==> config.mk <==
export PLATFORM = sky130hd
export DESIGN_NAME = cadc_serial_word_rx
export DESIGN_NICKNAME = d
export VERILOG_FILES = /design/src/rtl/cadc_pkg.sv /design/src/rtl/cadc_ser_shift.sv /design/src/rtl/cadc_serial_word_rx.sv
export SDC_FILE = /design/constraint.sdc
export NUM_CORES = 1
export LEC_CHECK = 0
export CAP_MARGIN = 20
export CORE_MARGIN = 3
export CORE_UTILIZATION = 55
export CTS_BUF_LIST = sky130_fd_sc_hd__clkbuf_8
export CTS_CLUSTER_DIAMETER = 60
export DETAILED_ROUTE_END_ITERATION = 8
export GPL_TIMING_DRIVEN = 0
export PLACE_DENSITY = 0.86
export SETUP_SLACK_MARGIN = 0.15
export SLEW_MARGIN = 0
export SYNTH_ARGS = -nofsm -noshare
export SYNTH_HDL_FRONTEND = slang
export SYNTH_SLANG_ARGS = --single-unit
==> constraint.sdc <==
create_clock -name clk -period 2.55 [get_ports clk]
set_clock_uncertainty 0.05 [all_clocks]
set_input_delay 0.51 -clock clk [delete_from_list [all_inputs] [get_ports clk]]
set_output_delay 0.51 -clock clk [all_outputs]
set_load 0.005 [all_outputs]
==> src/rtl/cadc_pkg.sv <==
// Shared word/address widths, receiver FSM states and the core register-map
// addresses that the receiver's address sequence walks by default.
package cadc_pkg;
  localparam int WORD_W = 20;
  localparam int ADDR_W = 20;

  localparam int OPC   = 0;
  localparam int REGA  = 1;
  localparam int REGB  = 2;
  localparam int STORE = 3;

  typedef enum logic {
    RX_IDLE,
    RX_SHIFT
  } rx_state_e;
endpackage

==> src/rtl/cadc_ser_shift.sv <==
// Serial-to-parallel framer: LSB-first bits on bit_en strobes, word_mark on bit 0.
// complete_o/framing_err_o are single-cycle pulses aligned with the sampling edge.
module cadc_ser_shift
  import cadc_pkg::*;
#(
  parameter int WORD_W = cadc_pkg::WORD_W
) (
  input  logic              clk,
  input  logic              rst,
  input  logic              bit_en_i,
  input  logic              ser_in_i,
  input  logic              word_mark_i,
  output logic [WORD_W-1:0] word_o,
  output logic              complete_o,
  output logic              framing_err_o
);
  localparam int CNT_W = $clog2(WORD_W + 1);

  rx_state_e         state_q, state_d;
  logic [CNT_W-1:0]  cnt_q, cnt_d;
  // The top bit is never stored: it is taken straight from ser_in_i on completion.
  logic [WORD_W-2:0] shift_q, shift_d;

  always_ff @(posedge clk) begin
    if (rst) begin
      state_q <= RX_IDLE;
      cnt_q   <= '0;
      shift_q <= '0;
    end else begin
      state_q <= state_d;
      cnt_q   <= cnt_d;
      shift_q <= shift_d;
    end
  end

  always_comb begin
    state_d       = state_q;
    cnt_d         = cnt_q;
    shift_d       = shift_q;
    complete_o    = 1'b0;
    framing_err_o = 1'b0;
    word_o        = {ser_in_i, shift_q};
    if (bit_en_i) begin
      unique case (state_q)
        RX_IDLE: begin
          if (word_mark_i) begin
            shift_d    = '0;
            shift_d[0] = ser_in_i;
            cnt_d      = CNT_W'(1);
            state_d    = RX_SHIFT;
          end
        end
        RX_SHIFT: begin
          if (word_mark_i) begin
            // Early mark: drop the partial word and resync on this bit.
            framing_err_o = 1'b1;
            shift_d       = '0;
            shift_d[0]    = ser_in_i;
            cnt_d         = CNT_W'(1);
          end else if (cnt_q == CNT_W'(WORD_W - 1)) begin
            complete_o = 1'b1;
            cnt_d      = '0;
            state_d    = RX_IDLE;
          end else begin
            shift_d[cnt_q] = ser_in_i;
            cnt_d          = cnt_q + CNT_W'(1);
          end
        end
      endcase
    end
  end
endmodule

==> src/rtl/cadc_serial_word_rx.sv <==
// CADC serial word receiver: framer plus a one-word holding register presented
// on a valid/ready bus with a wrapping address sequence and sticky error flags.
module cadc_serial_word_rx
  import cadc_pkg::*;
#(
  parameter int                  WORD_W     = cadc_pkg::WORD_W,
  parameter int                  ADDR_W     = cadc_pkg::ADDR_W,
  parameter logic [ADDR_W-1:0]   BASE_ADDR  = ADDR_W'(OPC),
  parameter longint unsigned     ADDR_COUNT = longint'(STORE + 1)
) (
  input  logic              clk,
  input  logic              rst,
  input  logic              bit_en_i,
  input  logic              ser_in_i,
  input  logic              word_mark_i,
  input  logic              addr_clr_i,
  output logic              out_valid_o,
  input  logic              out_ready_i,
  output logic [ADDR_W-1:0] out_addr_o,
  output logic [WORD_W-1:0] out_data_o,
  output logic              overrun_o,
  output logic              framing_err_o
);
  localparam logic [ADDR_W-1:0] LAST_ADDR =
    ADDR_W'(longint'(BASE_ADDR) + ADDR_COUNT - 64'd1);

  logic [WORD_W-1:0] rx_word;
  logic              rx_done, rx_ferr;

  cadc_ser_shift #(.WORD_W(WORD_W)) u_shift (
    .clk           (clk),
    .rst           (rst),
    .bit_en_i      (bit_en_i),
    .ser_in_i      (ser_in_i),
    .word_mark_i   (word_mark_i),
    .word_o        (rx_word),
    .complete_o    (rx_done),
    .framing_err_o (rx_ferr)
  );

  logic              valid_q, valid_d;
  logic [WORD_W-1:0] data_q, data_d;
  logic [ADDR_W-1:0] addr_q, addr_d;
  logic              ovr_q, ovr_d;
  logic              ferr_q, ferr_d;
  logic              xfer, load;

  always_ff @(posedge clk) begin
    if (rst) begin
      valid_q <= 1'b0;
      data_q  <= '0;
      addr_q  <= BASE_ADDR;
      ovr_q   <= 1'b0;
      ferr_q  <= 1'b0;
    end else begin
      valid_q <= valid_d;
      data_q  <= data_d;
      addr_q  <= addr_d;
      ovr_q   <= ovr_d;
      ferr_q  <= ferr_d;
    end
  end

  always_comb begin
    xfer    = valid_q & out_ready_i;
    // The register frees up in the same cycle it is drained.
    load    = rx_done & (~valid_q | out_ready_i);
    valid_d = valid_q;
    data_d  = data_q;
    addr_d  = addr_q;
    if (xfer) begin
      valid_d = 1'b0;
      addr_d  = (addr_q == LAST_ADDR) ? BASE_ADDR : addr_q + ADDR_W'(1);
    end
    if (load) begin
      valid_d = 1'b1;
      data_d  = rx_word;
    end
    if (addr_clr_i) addr_d = BASE_ADDR;
    ovr_d  = ovr_q | (rx_done & valid_q & ~out_ready_i);
    ferr_d = ferr_q | rx_ferr;
  end

  assign out_valid_o   = valid_q;
  assign out_data_o    = data_q;
  assign out_addr_o    = addr_q;
  assign overrun_o     = ovr_q;
  assign framing_err_o = ferr_q;
endmodule

==> impl_metrics.ini <==
[status]
outcome = finished clean

[logic_synthesis]
yosysMostFrequentCell = dfxtp_1
synth_area_um2 = 3160
syn_inst = 365
ys_seq_elements = 68
synth_warnings = 0
synth-async-reset-ratio = 0
yosysSeqAreaShare = 0.431
ys.flop_type = dfxtp_1
synth_nets = 377
synthTopCellsByCount = dfxtp_1 (68), nor2_1 (45), o21ai_0 (41)
synth_top_area_share = 0.431
synth_area_leaders = dfxtp_1 (43%), o21ai_0 (6.5%), mux2i_1 (6.3%)
synth_largest_area_cell = dfxtp_1
syn-mean-instance-area_um2 = 8.65
synth_edf_count = 0
synth_cell_types = 39

[finish]
finalNetCount = 436
drive_gt1_frac = 0.0699
syn_to_final_growth_pct = 24.0
n_antenna_cell = 0

[global_route]
grt_max_degree = 11
grt_pass1_vias = 2604
groute.usage.overall = 0.238
grt_pass1_wl_um = 12400
overflow = 0
antenna_found_initial = 0

[worst_setup_path]
crit_fanout = 10
ff2ff_path_depth = 7
worstReg2RegStart = u_shift.cnt_q[0]
crit_type = in -> reg
path_cells = clkdlybuf4s50_1 -> clkbuf_1 -> clkbuf_1 -> clkbuf_1 -> nor2_1
cp_top_family = buffers and inverters
endpoint_kind = flop
critPathMaxStageDelay_ns = 0.50
critPathMostFrequentCell = clkbuf_1
cp-start-kind = input port
slowest_stage = clkdlybuf4s50_1
r2r_end = out_data_o[0]
worst-path-buf-inv = 4
cp_data_arrival_time_ns = 2.43
ff2ff_setup_slack_ns = 0.46
critical_path_required_ns = 2.71

[power_and_ir_drop]
switchingPower_mw = 0.444
seqPwrFrac = 0.546
power_frac_comb = 0.047
switching_share = 0.226
internal_power_mw = 1.52
clkPwrFrac = 0.407
p_leak_nw = 1.32
power.density_nw_per_um2 = 501
ir_drop_uv = 345
total_power_mw = 1.96

[drt]
remaining_drc_errors = 0
first_iter_violations = 299
via_per_inst = 5.78
ant_nets = 0
wl_um = 7290
firstDrtPassIters = 5
drt-wirelength-per-cell_um = 14.6
vias = 2885

[clock_network]
cts_tree = yes
clock_latency_ns = 0.34
clockRootBuffer = clkbuf_8
cts_max_level = 3
clkTransAtPathRegs_ns = 0.07
clock-sinks = 68
clockBufferDepth = 2
post-cts-setup-buffers = 0
cts_buffers = 9

[timing]
whs_ns = 0.405
period_minus_slack_ns = 2.27
worst_slack_ns = 0.280
maxSlewViolCount = 0
worst_pin_slew_ns = 0.680
hold_viol = 0
fin_crit_sh = 0.890
max_freq_ghz = 0.441
setup_viol = 0
setup_tns_ns = 0
rsz0062_at_grt = no
slew_headroom = 0.545

[floorplanning]
core_um2 = 5340
fp.dieW_um = 81.7
die_area_um2 = 6680
ios = 50
rows = 26
initial_core_util = 0.591
fp.dieH_um = 81.7

[place]
hpwl_um = 5170
port-buffer-count = 48
gp_congestion = 0.870
dpl_worst_slack_ns = -0.0486

[min_path]
min_delay_path_depth = 2
hold_class = reg -> reg
hold_start = overrun_o
holdPathEnd = overrun_o

[job]
maxCapViolations = 0
layer usage:
| metal | wire length (µm) | global-route usage |
|---|---|---|
| met5 | 0 | 0 |
| met3 | 467 | 0.0461 |
| met1 | 3420 | 0.342 |
| met2 | 3290 | 0.353 |
| met4 | 117 | 0.0897 |
final cells by class:
| cell class | instances | area, µm² |
|---|---|---|
| Tap cell | 70 | 87.6 |
| Inverter | 6 | 22.5 |
| Sequential cell | 68 | 1360 |
| Clock buffer | 12 | 165 |
| Multi-Input combinational cell | 268 | 1670 |
| Fill cell | 417 | 1420 |
| Clock inverter | 4 | 16.3 |
| Buffer | 23 | 114 |
| Timing Repair Buffer | 48 | 480 |
how the worst max path moves through the flow:
stage               slack [ns]        startpoint             to  cells after the start
finish                    0.28               rst  framing_err_o                      5
floorplan                 0.64  u_shift.cnt_q[0]  out_data_o[0]                      7
global placement         0.005               rst    out_valid_o                      5
CTS                       0.23  u_shift.cnt_q[0]  out_data_o[0]                      7
detailed placement       -0.05               rst  out_data_o[0]                      5
global route              0.16               rst  framing_err_o                      5
layout by cell type (no fill, tap or decap), types with 2 or more instances in the layout:
cell,n
or4_4,2
clkdlybuf4s50_1,48
nor4_1,9
and3_1,2
buf_2,2
xor2_1,7
nor2b_1,23
a31oi_1,9
o31ai_1,3
or4_1,2
nand2b_1,5
nand4_1,10
nand2_1,24
buf_4,4
mux2i_1,20
ha_1,5
a21oi_1,20
inv_1,9
and4_1,2
o21ai_0,41
clkbuf_8,12
nor2_1,45
nand3_1,7
clkbuf_2,2
clkbuf_1,13
or3_1,4
xnor2_1,10
nor3b_1,2
dfxtp_1,68
nor3_1,5
cells by family (layout without fill, tap and decap cells):
logic type                 count (synthesis)  in the layout  share of synthesized area
AOI/OAI and AO/OA                         78             78                      0.146
adders and majority gates                  5              5                     0.0198
DFF                                       68             68                      0.431
muxes                                     20             20                     0.0634
xor gates and xnor gates                  17             17                     0.0472
buffers and inverters                     29             93                     0.0424
and+or+nand+nor                          148            148                      0.249
worst register-to-register path, cell delays in order (launching register included):
cell and delay (ns):
dfxtp_1 0.40, ha_1 0.17, clkbuf_2 0.19, nand4bb_1 0.22, nor4_2 0.36, buf_4 0.28
mux2i_1 0.24, nor2_1 0.06
sequential cells by signal, indices dropped and copies added (netlist names):
name and flops:
u_shift.shift_q 19, u_shift.state_q 1, u_shift.cnt_q 5, out_data_o 20, out_addr_o 20, out_valid_o 1, framing_err_o 1, overrun_o 1
power groups by stage:
stage | sequential, mW | clock (mW) | combinational, mW
6_report | 1.07 | 0.798 | 0.0917
5_1_grt | 1.07 | 0.848 | 0.101
4_1_cts | 1.07 | 0.810 | 0.0888
3_5_place_dp | 1.09 | 0 | 0.0880
3_3_place_gp | 1.09 | 0 | 0.0856
2_1_floorplan | 1.09 | 0 | 0.0571
what timing repair did:
action	in CTS	in global routing
gates resized for setup	0	5
setup endpoints to repair	0	37
hold buffers	0	0
stage by stage:
stage / cell area (µm²) / cells / utilization
2_1_floorplan: 3160 / 365 / -
3_3_place_gp: 3720 / 483 / 0.698
3_5_place_dp: 3720 / 483 / 0.698
4_1_cts: 3910 / 499 / 0.732
5_1_grt: 3910 / 499 / 0.734
6_report: 3910 / 499 / 0.734
Power figures use the tool's default switching activity.
